--- src/rtl/rps_match_controller_pkg.sv ---
// Shared encodings for the stone-paper-scissors match sequencer: move codes,
// round results, match winner codes, the controller state enum and the
// pairwise beats() rule used by the round judge.
package rps_pkg;

  // Player move encoding
  localparam logic [1:0] MOVE_STONE    = 2'b00;
  localparam logic [1:0] MOVE_PAPER    = 2'b01;
  localparam logic [1:0] MOVE_SCISSORS = 2'b10;
  localparam logic [1:0] MOVE_INVALID  = 2'b11;

  // Round result encoding
  localparam logic [1:0] RES_TIE  = 2'b00;
  localparam logic [1:0] RES_P1   = 2'b01;
  localparam logic [1:0] RES_P2   = 2'b10;
  localparam logic [1:0] RES_VOID = 2'b11;

  // Match winner encoding
  localparam logic [1:0] WIN_DRAW = 2'b00;
  localparam logic [1:0] WIN_P1   = 2'b01;
  localparam logic [1:0] WIN_P2   = 2'b10;

  typedef enum logic [2:0] {
    ST_IDLE    = 3'd0,
    ST_COLLECT = 3'd1,
    ST_JUDGE   = 3'd2,
    ST_REPORT  = 3'd3,
    ST_DONE    = 3'd4
  } state_t;

  // True when move a defeats move b; both must be legal moves.
  function automatic logic beats(input logic [1:0] a, input logic [1:0] b);
    return ((a == MOVE_STONE)    && (b == MOVE_SCISSORS)) ||
           ((a == MOVE_SCISSORS) && (b == MOVE_PAPER))    ||
           ((a == MOVE_PAPER)    && (b == MOVE_STONE));
  endfunction

endpackage

--- src/rtl/rps_match_controller_if.sv ---
// Player-side and user-side signal bundle of the match controller.
// master: the environment (players + user); slave: the controller.
interface rps_match_controller_if;
  logic       start;
  logic [1:0] p1_move;
  logic [1:0] p2_move;
  logic       p1_valid;
  logic       p2_valid;
  logic       p1_ack;
  logic       p2_ack;
  logic       round_done;
  logic [1:0] round_result;
  logic [3:0] p1_score;
  logic [3:0] p2_score;
  logic [3:0] round_cnt;
  logic       busy;
  logic       match_done;
  logic [1:0] match_winner;

  modport master (
    output start, p1_move, p2_move, p1_valid, p2_valid,
    input  p1_ack, p2_ack, round_done, round_result, p1_score, p2_score,
           round_cnt, busy, match_done, match_winner
  );

  modport slave (
    input  start, p1_move, p2_move, p1_valid, p2_valid,
    output p1_ack, p2_ack, round_done, round_result, p1_score, p2_score,
           round_cnt, busy, match_done, match_winner
  );
endinterface

--- src/rtl/rps_round_judge.sv ---
// Combinational round judge: a player forfeits when it never locked a move
// or locked the invalid code; otherwise the classic beats() rule decides.
module rps_round_judge
  import rps_pkg::*;
(
  input  logic [1:0] move1_i,
  input  logic       lock1_i,
  input  logic [1:0] move2_i,
  input  logic       lock2_i,
  output logic [1:0] result_o
);

  logic forfeit1;
  logic forfeit2;

  // Forfeits take priority over the move comparison.
  always_comb begin
    forfeit1 = !lock1_i || (move1_i == MOVE_INVALID);
    forfeit2 = !lock2_i || (move2_i == MOVE_INVALID);
    result_o = RES_TIE;
    if (forfeit1 && forfeit2) begin
      result_o = RES_VOID;
    end else if (forfeit1) begin
      result_o = RES_P2;
    end else if (forfeit2) begin
      result_o = RES_P1;
    end else if (beats(move1_i, move2_i)) begin
      result_o = RES_P1;
    end else if (beats(move2_i, move1_i)) begin
      result_o = RES_P2;
    end
  end

endmodule

--- src/rtl/rps_match_controller.sv ---
// Best-of-N match sequencer: collects one move per player per round through a
// valid/ack handshake with an optional round timeout, judges the round, keeps
// the scores and declares the match winner. Every output is a register.
module rps_match_controller
  import rps_pkg::*;
#(
  parameter int WINS_TO_MATCH  = 2,
  parameter int MAX_ROUNDS     = 9,
  parameter int TIMEOUT_CYCLES = 255
) (
  input logic                  clk,
  input logic                  rst,
  rps_match_controller_if.slave bus
);

  // Timer only has to reach TIMEOUT_CYCLES-1.
  localparam int TW = (TIMEOUT_CYCLES > 1) ? $clog2(TIMEOUT_CYCLES) : 1;

  state_t        state_q, state_d;
  logic [TW-1:0] timer_q, timer_d;
  logic          lock1_q, lock1_d;
  logic          lock2_q, lock2_d;
  logic [1:0]    move1_q, move1_d;
  logic [1:0]    move2_q, move2_d;
  logic          ack1_q, ack1_d;
  logic          ack2_q, ack2_d;
  logic          round_done_q, round_done_d;
  logic [1:0]    result_q, result_d;
  logic [3:0]    score1_q, score1_d;
  logic [3:0]    score2_q, score2_d;
  logic [3:0]    round_cnt_q, round_cnt_d;
  logic          busy_q, busy_d;
  logic          match_done_q, match_done_d;
  logic [1:0]    winner_q, winner_d;

  logic [1:0]    judge_result;
  logic          timeout_hit;
  logic          match_over;

  rps_round_judge u_judge (
    .move1_i  (move1_q),
    .lock1_i  (lock1_q),
    .move2_i  (move2_q),
    .lock2_i  (lock2_q),
    .result_o (judge_result)
  );

  // Timeout and end-of-match conditions, both from registered state only.
  always_comb begin
    timeout_hit = (TIMEOUT_CYCLES != 0) && (timer_q == TW'(TIMEOUT_CYCLES - 1));
    match_over  = (score1_q == 4'(WINS_TO_MATCH)) ||
                  (score2_q == 4'(WINS_TO_MATCH)) ||
                  (round_cnt_q == 4'(MAX_ROUNDS));
  end

  // Next-state and next-output logic of the match FSM.
  always_comb begin
    state_d      = state_q;
    timer_d      = timer_q;
    lock1_d      = lock1_q;
    lock2_d      = lock2_q;
    move1_d      = move1_q;
    move2_d      = move2_q;
    ack1_d       = 1'b0;
    ack2_d       = 1'b0;
    round_done_d = 1'b0;
    result_d     = result_q;
    score1_d     = score1_q;
    score2_d     = score2_q;
    round_cnt_d  = round_cnt_q;
    winner_d     = winner_q;

    case (state_q)
      ST_IDLE, ST_DONE: begin
        if (bus.start) begin
          score1_d    = '0;
          score2_d    = '0;
          round_cnt_d = '0;
          result_d    = RES_TIE;
          winner_d    = WIN_DRAW;
          lock1_d     = 1'b0;
          lock2_d     = 1'b0;
          timer_d     = '0;
          state_d     = ST_COLLECT;
        end
      end

      ST_COLLECT: begin
        if (TIMEOUT_CYCLES != 0) begin
          timer_d = timer_q + TW'(1);
        end
        // A locked player's further valids are ignored: no relatch, no ack.
        if (bus.p1_valid && !lock1_q) begin
          lock1_d = 1'b1;
          move1_d = bus.p1_move;
          ack1_d  = 1'b1;
        end
        if (bus.p2_valid && !lock2_q) begin
          lock2_d = 1'b1;
          move2_d = bus.p2_move;
          ack2_d  = 1'b1;
        end
        // Judge as soon as the second move lands, without waiting a cycle.
        if ((lock1_d && lock2_d) || timeout_hit) begin
          state_d = ST_JUDGE;
        end
      end

      ST_JUDGE: begin
        result_d     = judge_result;
        round_done_d = 1'b1;
        round_cnt_d  = round_cnt_q + 4'd1;
        if (judge_result == RES_P1) begin
          score1_d = score1_q + 4'd1;
        end else if (judge_result == RES_P2) begin
          score2_d = score2_q + 4'd1;
        end
        state_d = ST_REPORT;
      end

      ST_REPORT: begin
        if (match_over) begin
          state_d = ST_DONE;
          if (score1_q > score2_q) begin
            winner_d = WIN_P1;
          end else if (score2_q > score1_q) begin
            winner_d = WIN_P2;
          end else begin
            winner_d = WIN_DRAW;
          end
        end else begin
          lock1_d = 1'b0;
          lock2_d = 1'b0;
          timer_d = '0;
          state_d = ST_COLLECT;
        end
      end

      default: begin
        state_d = ST_IDLE;
      end
    endcase

    busy_d       = (state_d == ST_COLLECT) || (state_d == ST_JUDGE) ||
                   (state_d == ST_REPORT);
    match_done_d = (state_d == ST_DONE);
  end

  // State and output registers; reset aborts any match in progress at once.
  always_ff @(posedge clk or posedge rst) begin
    if (rst) begin
      state_q      <= ST_IDLE;
      timer_q      <= '0;
      lock1_q      <= 1'b0;
      lock2_q      <= 1'b0;
      move1_q      <= MOVE_STONE;
      move2_q      <= MOVE_STONE;
      ack1_q       <= 1'b0;
      ack2_q       <= 1'b0;
      round_done_q <= 1'b0;
      result_q     <= RES_TIE;
      score1_q     <= '0;
      score2_q     <= '0;
      round_cnt_q  <= '0;
      busy_q       <= 1'b0;
      match_done_q <= 1'b0;
      winner_q     <= WIN_DRAW;
    end else begin
      state_q      <= state_d;
      timer_q      <= timer_d;
      lock1_q      <= lock1_d;
      lock2_q      <= lock2_d;
      move1_q      <= move1_d;
      move2_q      <= move2_d;
      ack1_q       <= ack1_d;
      ack2_q       <= ack2_d;
      round_done_q <= round_done_d;
      result_q     <= result_d;
      score1_q     <= score1_d;
      score2_q     <= score2_d;
      round_cnt_q  <= round_cnt_d;
      busy_q       <= busy_d;
      match_done_q <= match_done_d;
      winner_q     <= winner_d;
    end
  end

  assign bus.p1_ack       = ack1_q;
  assign bus.p2_ack       = ack2_q;
  assign bus.round_done   = round_done_q;
  assign bus.round_result = result_q;
  assign bus.p1_score     = score1_q;
  assign bus.p2_score     = score2_q;
  assign bus.round_cnt    = round_cnt_q;
  assign bus.busy         = busy_q;
  assign bus.match_done   = match_done_q;
  assign bus.match_winner = winner_q;

endmodule

--- src/flat_wrapper.sv ---
// flat-port wrapper written by rule: the top's interface ports become plain ports
module rps_match_controller_flat import rps_pkg::*;
#(
  parameter int WINS_TO_MATCH  = 2,
  parameter int MAX_ROUNDS     = 9,
  parameter int TIMEOUT_CYCLES = 255
)
  (clk, rst, bus_start, bus_p1_move, bus_p2_move, bus_p1_valid, bus_p2_valid, bus_p1_ack, bus_p2_ack, bus_round_done, bus_round_result, bus_p1_score, bus_p2_score, bus_round_cnt, bus_busy, bus_match_done, bus_match_winner);
  rps_match_controller_if bus_i ();
  input logic clk;
  input logic rst;
  input wire logic [$bits(bus_i.start)-1:0] bus_start;
  input wire logic [$bits(bus_i.p1_move)-1:0] bus_p1_move;
  input wire logic [$bits(bus_i.p2_move)-1:0] bus_p2_move;
  input wire logic [$bits(bus_i.p1_valid)-1:0] bus_p1_valid;
  input wire logic [$bits(bus_i.p2_valid)-1:0] bus_p2_valid;
  output wire logic [$bits(bus_i.p1_ack)-1:0] bus_p1_ack;
  output wire logic [$bits(bus_i.p2_ack)-1:0] bus_p2_ack;
  output wire logic [$bits(bus_i.round_done)-1:0] bus_round_done;
  output wire logic [$bits(bus_i.round_result)-1:0] bus_round_result;
  output wire logic [$bits(bus_i.p1_score)-1:0] bus_p1_score;
  output wire logic [$bits(bus_i.p2_score)-1:0] bus_p2_score;
  output wire logic [$bits(bus_i.round_cnt)-1:0] bus_round_cnt;
  output wire logic [$bits(bus_i.busy)-1:0] bus_busy;
  output wire logic [$bits(bus_i.match_done)-1:0] bus_match_done;
  output wire logic [$bits(bus_i.match_winner)-1:0] bus_match_winner;
  assign bus_i.start = bus_start;
  assign bus_i.p1_move = bus_p1_move;
  assign bus_i.p2_move = bus_p2_move;
  assign bus_i.p1_valid = bus_p1_valid;
  assign bus_i.p2_valid = bus_p2_valid;
  assign bus_p1_ack = bus_i.p1_ack;
  assign bus_p2_ack = bus_i.p2_ack;
  assign bus_round_done = bus_i.round_done;
  assign bus_round_result = bus_i.round_result;
  assign bus_p1_score = bus_i.p1_score;
  assign bus_p2_score = bus_i.p2_score;
  assign bus_round_cnt = bus_i.round_cnt;
  assign bus_busy = bus_i.busy;
  assign bus_match_done = bus_i.match_done;
  assign bus_match_winner = bus_i.match_winner;
  rps_match_controller #(.WINS_TO_MATCH(WINS_TO_MATCH), .MAX_ROUNDS(MAX_ROUNDS), .TIMEOUT_CYCLES(TIMEOUT_CYCLES)) u_core (.clk(clk), .rst(rst), .bus(bus_i));
endmodule
--- config.mk ---
export PLATFORM = sky130hd
export DESIGN_NAME = rps_match_controller_flat
export DESIGN_NICKNAME = d
export VERILOG_FILES = /design/src/rtl/rps_match_controller_pkg.sv /design/src/rtl/rps_match_controller_if.sv /design/src/rtl/rps_round_judge.sv /design/src/rtl/rps_match_controller.sv /design/src/flat_wrapper.sv
export SDC_FILE = /design/constraint.sdc
export NUM_CORES = 1
export LEC_CHECK = 0
export CORE_ASPECT_RATIO = 0.5
export CORE_MARGIN = 4
export CORE_UTILIZATION = 40
export CTS_BUF_LIST = sky130_fd_sc_hd__clkbuf_8
export DETAILED_ROUTE_END_ITERATION = 7
export SYNTH_ARGS = -nofsm -noshare
export SYNTH_HDL_FRONTEND = slang
export SYNTH_HIERARCHICAL = 1
export SYNTH_SLANG_ARGS = --single-unit
export TNS_END_PERCENT = 30
--- constraint.sdc ---
create_clock -name clk -period 3.13 [get_ports clk]
set_clock_uncertainty 0.2 [all_clocks]
set_input_delay 0.313 -clock clk [delete_from_list [all_inputs] [get_ports clk]]
set_output_delay 0.313 -clock clk [all_outputs]
set_load 0.03 [all_outputs]
### Word level (Yosys, flattened, before mapping)

Index checks and enable logic that the tools add are counted.

| storage, ports and cells | value |
|---|---|
| register bits after elaboration | 38 |
| logic and storage cells | 123 |
| output and inout port bits | 21 |
| bits of input ports | 9 |

| cells by class | value |
|---|---|
| eq/ne operators | 26 |
| add/sub/neg operators | 4 |
| mux-type cells | 38 |
| reductions and logical operators | 37 |
| magnitude comparators | 2 |

Operator list:

| kind | number |
|---|---|
| $pmux 4 s2 | 3 |
| $pmux 8 s3 | 1 |
| $mux 2 | 9 |
| $mux 4 | 4 |
| $mux 8 | 2 |
| $add 4x1->4 const B | 3 |
| $eq 3x2->1 const B | 4 |
| $pmux 3 s4 | 1 |
| $logic_or 1x1->1 | 11 |
| $mux 1 | 11 |
| $eq 2x2->1 const B | 5 |
| $logic_and 1x1->1 | 10 |
| $mux 3 | 3 |
| $reduce_and 3->1 | 3 |
| $add 8x1->8 const B | 1 |
| $eq 4x2->1 const B | 2 |
| $eq 8x8->1 const B | 1 |
| $gt 4x4->1 | 2 |
| $pmux 2 s2 | 2 |
| $eq 2x1->1 const B | 3 |
| $eq 3x1->1 const B | 2 |
| $eq 3x3->1 const B | 2 |
| $ne 2x1->1 const B | 3 |
| $ne 2x2->1 const B | 3 |
| 10 further kinds | 16 |

### Depth between registers and ports, before layout

Gate-level depths: netlist (run 1).

| logic depth | value |
|---|---|
| depth after elaboration | 13 |
| gate-level depth with buffers | 7 |
| gate-level depth less buffers | 7 |

### Hierarchy

The synthesis (run 1) kept the hierarchy.

By module, submodules not included:

| module | seq. area each (um2) | area each (um2) | instances | cells each |
|---|---|---|---|---|
| rps_match_controller | 950.9 | 1914.3 | 1 | 183 |
| rps_round_judge | 0.0 | 78.8 | 1 | 11 |

### Worst setup path after synthesis (run 1)

Ideal clock, no wire load.

| path | value |
|---|---|
| path kind | register to register |
| start point | register u_core.move2_q[1] |
| end point | register u_core.score1_q[3], in the netlist u_core/bus.p1_score[3] |
| required time | 2.853 ns |
| library setup time | 0.077 ns |
| clock period less this slack | 2.155 ns |
| arrival time | 1.878 ns |
| slack | 0.975 ns |
| cell stages (with the launch flop) | 7 |
| buffers on the path | 0 |
| cell sequence | dfrtp_1 > nor3b_1 > a21oi_1 > o311ai_0 > nand3b_2 > or3_1 > a21oi_1 |

| on the way | value |
|---|---|
| elaborated cells on any way between the ends | 24 |
| classes of those cells | 5 x eq/ne; 5 x mux; 14 x reduce/logical |

RTL lines:

| element | line | source |
|---|---|---|
| from (decl) | rps_match_controller.sv:24 | `logic [1:0] move2_q, move2_d;` |
| from (signal assigned) | rps_match_controller.sv:174 | `move2_q <= move2_d;` |
| $eq 2x2->1 / $eq 2x1->1 (equally long branches) | rps_match_controller_pkg.sv:33, rps_match_controller_pkg.sv:34 |  |
| $logic_and 1x1->1, on equally long branches | rps_match_controller_pkg.sv:33, rps_match_controller_pkg.sv:34 |  |
| $logic_or 1x1->1 | rps_match_controller_pkg.sv:33 | `return ((a == MOVE_STONE) && (b == MOVE_SCISSORS)) \|\|` |
| $logic_or 1x1->1 | rps_match_controller_pkg.sv:34 | `((a == MOVE_SCISSORS) && (b == MOVE_PAPER)) \|\|` |
| $mux 2 | rps_round_judge.sv:27 | `end else if (beats(move1_i, move2_i)) begin` |
| $mux 2 | rps_round_judge.sv:25 | `end else if (forfeit2) begin` |
| $mux 2 | rps_round_judge.sv:23 | `end else if (forfeit1) begin` |
| $mux 2 * | rps_round_judge.sv:21 | `if (forfeit1 && forfeit2) begin` |
| via u_core.judge_result[0] | rps_match_controller.sv:36 | `logic [1:0] judge_result;` |
| $eq 2x1->1 * | rps_match_controller.sv:113 | `if (judge_result == RES_P1) begin` |
| $ne 2x1->1 (no source line) * | -- |  |
| $reduce_and 3->1 (no source line) * | -- |  |
| to (signal assigned) | rps_match_controller.sv:179 | `score1_q <= score1_d;` |
| to (decl) | rps_match_controller.sv:29 | `logic [3:0] score1_q, score1_d;` |

Mark *: on every way through the listed nets, which the timed path passes. The rest lies on a longest branch.
A chain may end at the register's enable or synchronous reset.

### Worst setup path after layout (run 1)

| path | value |
|---|---|
| start point | register u_core.move2_q[1] |
| end point | register u_core.score2_q[3], in the netlist u_core/bus.p2_score[3] |

| on the way | value |
|---|---|
| longest elaborated chain between the ends | 12 |
| elaborated cells on any way between the ends | 26 |
| classes of those cells | 7 x eq/ne; 5 x mux; 14 x reduce/logical |

RTL lines:

| element | line | source |
|---|---|---|
| $eq 2x2->1 / $logic_not 2->1 (equally long branches) | rps_match_controller_pkg.sv:33, rps_match_controller_pkg.sv:34, rps_match_controller_pkg.sv:35 |  |
| $logic_and 1x1->1, on equally long branches | rps_match_controller_pkg.sv:34, rps_match_controller_pkg.sv:33 |  |
| $logic_or 1x1->1 | rps_match_controller_pkg.sv:33 |  |
| $logic_or 1x1->1 | rps_match_controller_pkg.sv:34 |  |
| $mux 2 | rps_round_judge.sv:29 | `end else if (beats(move2_i, move1_i)) begin` |
| $mux 2 | rps_round_judge.sv:27 |  |
| $mux 2 | rps_round_judge.sv:25 |  |
| $mux 2 | rps_round_judge.sv:23 |  |
| $mux 2 * | rps_round_judge.sv:21 |  |
| via u_core.judge_result[1] | rps_match_controller.sv:36 |  |
| $eq 2x1->1 / $eq 2x2->1 (equally long branches) | rps_match_controller.sv:113, rps_match_controller.sv:115 |  |
| $ne 2x2->1 (no source line) / $ne 2x1->1 (equally long branches) | -- |  |
| $reduce_and 4->1 (no source line) * | -- |  |
| to (signal assigned) | rps_match_controller.sv:180 | `score2_q <= score2_d;` |
| to (decl) | rps_match_controller.sv:30 | `logic [3:0] score2_q, score2_d;` |

Marks and branches as above.

==> impl_metrics.yaml, run 1 <==
status:
  outcome: "finished clean"
yosys:
  yosysMostFrequentCell: "dfrtp_1"
  yosysTopAreaCellShare_pct: 47.7
  yosysUniqueCellTypes: 44
  synth-seq-cells: 38
  yosysWarningCount: 6
  synthArstFlopShare_pct: 100
  synth_edf_count: 0
  netlist_instances: 194
  synth_area_per_cell_sq_um: 10.3
  syn_area_sq_um: 1990
  synth_flop_cell: "dfrtp_1"
  seq_area_frac_synth_pct: 47.7
  synthTopCellsByCount: "dfrtp_1 (38), nand2_1 (15), inv_1 (14)"
  synth_area_leaders: "dfrtp_1 (48%), ha_1 (7.5%), nand3_1 (3.3%)"
  synth_fp_nets: 215
  synth_area_leader_cell: "dfrtp_1"
die:
  initial_core_util_pct: 43.4
  placementRows: 17
  dieArea_sq_um: 6240
  die_y_microns: 57.9
  die_w_microns: 108
  fp.coreArea_sq_um: 4590
  pin_count: 30
run:
  cap_violations: 0
timing:
  maxSlewViolCount: 0
  fin_crit_sh_pct: 70.1
  tightest_slew_ns: 0.544
  fin_crit_ns: 2.19
  tns_ns: 0
  clock.fmax_mhz: 456
  slew_headroom_pct: 63.7
  hold_viol_final: 0
  finalSetupViolCount: 0
  grt_setup_unrepaired: "false"
cts:
  cts_setup_buffers: 0
  cts_tree: "yes"
  htree_levels: 2
  cts_resized: 0
  clockRootBuffer: "clkbuf_8"
  worstSkewPairLatency_ns: 0.29
  numClockSinks: 38
  cts.hold.buffers_added: 0
  clk_pin_slew_ns: 0.07
  cts_buffers: 5
  cts_buffer_depth: 2
drt:
  wl_per_cell_microns: 14.1
  dr.pass1.iters: 4
  totalWireLength_microns: 4170
  drc: 0
  vias: 1560
  viasPerCell: 5.29
  first_iter_violations: 80
  final_antenna_net_count: 0
final_layout:
  drive_above_1_share_pct: 10.5
  diodes: 0
  syn_to_final_growth_pct: 24.0
  final_nets: 249
  fin_area_sq_um: 2470
  fillers: 436
grt:
  grt_max_degree: 39
  grt_usage_pct: 15.2
  top_usage_layer: "met2"
  overflow: 0
  antenna_found_initial: 0
  grtUsageMet1_pct: 19.3
  globalRouteMet2Util_pct: 24.8
  met3_usage_pct: 4.12
  grt_pass1_vias: 1632
  grt_pass1_wl_microns: 7490
critical_path:
  cp_top_family: "simple AND/OR/NAND/NOR gates"
  cp_num_buf_inv: 0
  crit_fanout: 6
  crit_chain: "or4b_1 > o21ai_1 > a221o_2 > nor2b_1 > nand3_1 > xor2_1 > nor2_1"
  crit_required_ns: 3.11
  crit_type: "reg2reg"
  path_depth: 7
  r2r_end: "u_core/bus.p2_score[3]"
  worst-r2r-cell-count: 7
  slowest_delay_ns: 0.53
  r2r_start: "u_core/move2_q[1]"
  rrSetupSlack_ns: 0.94
  end_kind: "register"
  worstPathArrival_ns: 2.18
  start_kind: "register"
  cp_slowest_cell: "or4b_1"
power_and_ir_drop:
  p_leak_uw: 0.00110
  peakVddDrop_uv: 338
  powerDensity_nw_per_um2: 873
min_path:
  hp-class: "in2async"
placed_design:
  io_buffers: 29
  place_area_sq_um: 2360
  gp_congestion: 0.783
  dp_hpwl_microns: 3030
cells in the final DEF (no fill, tap or decap), types with 2 or more instances in the layout:
cell             instances
buf_4                    4
nand2b_1                 2
clkdlybuf4s50_1         29
a22o_1                   4
o21ai_1                  2
xor2_1                   2
clkbuf_8                 8
nor2b_1                  3
a21o_1                   2
o22ai_1                  2
nor3b_1                  3
mux2i_1                  3
nand2_1                 15
o21ai_0                 12
nor3b_2                  2
or3_1                    2
inv_1                   14
dfrtp_1                 38
nand4_1                  3
and3b_1                  2
nand3_1                 13
a31oi_1                  6
nor2_1                  12
mux2_2                   5
a21oi_1                  8
o31ai_1                  2
and3_1                   2
ha_1                    12
routing by layer:
metal  vias up  wire (microns)
met1       760            1990
met2        25            1940
met5         -               0
met3         5             180
li1        770               -
met4         0              59
per-stage QoR:
| step | hold slack (ns) | util [%] | total power (uW) | worst slack, ns | cells |
|---|---|---|---|---|---|
| after floorplan | 0.250 | - | 1470 | 0.975 | 194 |
| after global placement | 0.278 | 51.4 | 1760 | 0.982 | 287 |
| after detailed placement | 0.275 | 51.4 | 1790 | 0.937 | 287 |
| after CTS | 0.250 | 53.8 | 2190 | 0.925 | 295 |
| after global routing | 0.298 | 53.8 | 2350 | 0.706 | 295 |
| final | 0.243 | 53.8 | 2160 | 0.936 | 295 |
flip-flops by register name, indices dropped and copies added (netlist names):
signal,flops
u_core/timer_q,8
u_core/bus.p1_score,4
u_core/bus.p2_score,4
u_core/bus.round_cnt,4
u_core/state_q,3
u_core/bus.match_winner,2
u_core/bus.round_result,2
u_core/move1_q,2
u_core/move2_q,2
u_core/bus.busy,1
u_core/bus.match_done,1
u_core/bus.p1_ack,1
u_core/bus.p2_ack,1
u_core/bus.round_done,1
u_core/lock1_q,1
u_core/lock2_q,1
report_power, final:
group	internal [uW]	switching [uW]	leakage, uW
registers	632	178	0.000502
logic	431	530	0.000544
clock network	222	165	0.0000575
kinds of logic (layout without fill, tap and decap cells):
kind of cell               after synthesis  count (layout)  share of synthesized area [%]
DFF                                     38              38                           47.7
xor gates and xnor gates                 3               3                           1.32
muxes                                    8               8                           4.33
buffers and inverters                   20              55                           4.39
adders and majority gates               12              12                           7.53
AOI/OAI and AO/OA                       48              48                           16.2
and+or+nand+nor                         65              65                           18.5
final cells by class:
cell class	count	area [sq um]	area share [%]
multi-input combinational	136	955	38.6
sequential	38	951	38.5
timing repair buffer	33	320	13.0
clock buffer	8	110	4.46
tap	66	82.6	3.34
inverter	14	52.6	2.13
worst max-delay path by stage:
stage	to	start	slack (ns)
finish	u_core/bus.p2_score[3]	u_core/move2_q[1]	0.94
CTS	u_core/bus.p1_score[3]	u_core/move2_q[1]	0.93
global placement	u_core/bus.p2_score[3]	u_core/move2_q[1]	0.98
detailed placement	u_core/bus.p1_score[3]	u_core/move2_q[1]	0.94
floorplan	u_core/bus.p1_score[3]	u_core/move2_q[1]	0.97
global route	u_core/bus.p1_score[3]	u_core/move2_q[1]	0.71
worst reg2reg max path, delay by kind of cell, from the launching register on:
kind | cells | cell delay, ns
AO/OA/AOI/OAI | 2 | 0.29
AND/OR/NAND/NOR | 4 | 0.99
flip-flops | 1 | 0.44
XOR/XNOR | 1 | 0.18
(Power assumes the default switching activity.)
==> inputs of run 2 (changes only) <==
Clock period 3.13 ns to 2.25 ns, I/O delays scaled along.
==> run 2 against run 1 <==
  * Fmax is 2.1% higher
  * Sequential power is 41% higher
  * Cell count is 0.68% higher
  * First-iteration DRC count is 46% lower
  * Global-route usage is 0.92 points lower
  * Routed wire length is 0.17% lower
  * Register-to-register slack worse by 0.84 ns
  * Sequential share of layout area is 0.10 points higher
  * Flip-flop and latch count stayed put
  * Count of clock-buffer cells in the layout is 3 lower
  * Utilization stayed put
  * Hold slack worse by 0.093 ns
==> impl_metrics.yaml, run 2 (synthesized netlist as in run 1, its figures left out) <==
status:
  outcome: "finished clean"
placed_design:
  io_buffers: 29
  dp_hpwl_microns: 2990
  dp_slack_ns: 0.106
  gp_congestion: 0.794
drt:
  viasPerCell: 5.28
  first_iter_violations: 43
  wl_per_cell_microns: 14.0
  vias: 1568
  drc: 0
  dr.pass1.iters: 4
  final_antenna_net_count: 0
  totalWireLength_microns: 4170
die:
  fp.coreArea_sq_um: 4590
  placementRows: 17
  die_w_microns: 108
  initial_core_util_pct: 43.4
  dieArea_sq_um: 6240
  die_y_microns: 57.9
  pin_count: 30
timing:
  fin_crit_ns: 2.15
  hold_viol_final: 0
  maxSlewViolCount: 0
  setup_slack_ns: 0.101
  tightest_slew_ns: 0.495
  clock.fmax_mhz: 465
  finalSetupViolCount: 0
  slew_headroom_pct: 67.0
  grt_setup_unrepaired: "false"
  tns_ns: 0
  hold_slack_ns: 0.149
  fin_crit_sh_pct: 95.5
cts:
  worstSkewPairLatency_ns: 0.28
  cts.hold.buffers_added: 0
  htree_levels: 2
  cts_buffers: 5
  clk_pin_slew_ns: 0.07
  numClockSinks: 38
  cts_tree: "yes"
  clockRootBuffer: "clkbuf_8"
  cts_buffer_depth: 2
critical_path:
  start_kind: "register"
  crit_fanout: 6
  cp_slowest_cell: "dfrtp_2"
  crit_chain: "mux2i_2 > o21ai_1 > a221o_2 > nand3b_2 > or3_1 > a21oi_1"
  cp_top_family: "simple AND/OR/NAND/NOR gates"
  slowest_delay_ns: 0.42
  crit_required_ns: 2.27
  crit_type: "reg2reg"
  worstPathArrival_ns: 2.17
  end_kind: "register"
  cp_num_buf_inv: 0
grt:
  antenna_found_initial: 0
  grt_max_degree: 39
  grt_pass1_vias: 1450
  grt_usage_pct: 14.3
  overflow: 0
  grt_pass1_wl_microns: 6980
final_layout:
  fillers: 430
  final_nets: 252
  multi_input_area_sq_um: 961
  top_register: "u_core/timer_q"
  largest_register_ffs: 8
  seqCellArea_sq_um: 953
  syn_to_final_growth_pct: 24.0
  post-route-util_pct: 53.8
  mostFrequentLayoutCell: "dfrtp_1"
  diodes: 0
  drive_above_1_share_pct: 13.0
  final_cell_mix: "dfrtp_1 (36), clkdlybuf4s50_1 (29), nand2_1 (15), inv_1 (14), nand3_1 (13)"
power_and_ir_drop:
  power_uw: 2950
  p_leak_uw: 0.00110
  powerDensity_nw_per_um2: 1190
  peakVddDrop_uv: 454
min_path:
  hp-class: "in2async"
run:
  cap_violations: 0
==> run 2: per-stage QoR <==
| step | area, sq um | std cells |
|---|---|---|
| after floorplan | 1990 | 194 |
| after global placement | 2380 | 290 |
| after detailed placement | 2380 | 290 |
| after CTS | 2460 | 297 |
| after global routing | 2470 | 297 |
| final | 2470 | 297 |
==> run 2: routing by layer <==
metal | vias to the layer above | routed length, microns | GRT usage [%]
met4 | 0 | 63 | 6.47
met2 | 33 | 1780 | 21.3
met1 | 757 | 2130 | 19.6
li1 | 772 | - | -
met3 | 6 | 189 | 3.78
met5 | - | 0 | 0
==> run 2: final timing paths <==
| path | from | end | slack (ns) | depth (start not counted) |
|---|---|---|---|---|
| max | u_core/move2_q[1] | u_core/bus.p1_score[3] | 0.10 | 6 |
| min | rst | u_core/bus.p2_ack | 0.15 | 3 |
| max reg2reg | u_core/move2_q[1] | u_core/bus.p1_score[3] | 0.10 | 6 |
| min reg2reg | u_core/timer_q[5] | u_core/timer_q[5] | 0.30 | 1 |
| max in group asynchronous | rst | u_core/move1_q[0] | 1.34 | 3 |
| min in group clk | u_core/timer_q[5] | u_core/timer_q[5] | 0.30 | 1 |
==> run 2: cell type report <==
| type | count | area share, % |
|---|---|---|
| timing repair buffer | 36 | 13.9 |
| sequential | 38 | 38.6 |
| inverter | 14 | 2.13 |
| clock buffer | 5 | 2.78 |
| clock inverter | 2 | 0.405 |
| multi-input combinational | 136 | 38.9 |
| tap | 66 | 3.34 |
==> run 2: timing repair <==
action	4_1_cts	5_1_grt
hold endpoints to repair	0	0
resized for setup	0	4
buffers inserted	0	0
endpoints found under the setup margin	0	5
==> run 2: worst register-to-register path, cell delays in order, from the launching register on <==
cell and delay (ns):
dfrtp_2 0.42, mux2i_2 0.22, o21ai_1 0.08, a221o_2 0.40
nand3b_2 0.27, or3_1 0.36, a21oi_1 0.14
==> run 2: power by group <==
part | switching, uW | internal (uW) | total, uW
Clock | 232 | 208 | 439
Sequential | 253 | 883 | 1140
Combinational | 743 | 633 | 1380
Total | 1230 | 1720 | 2950
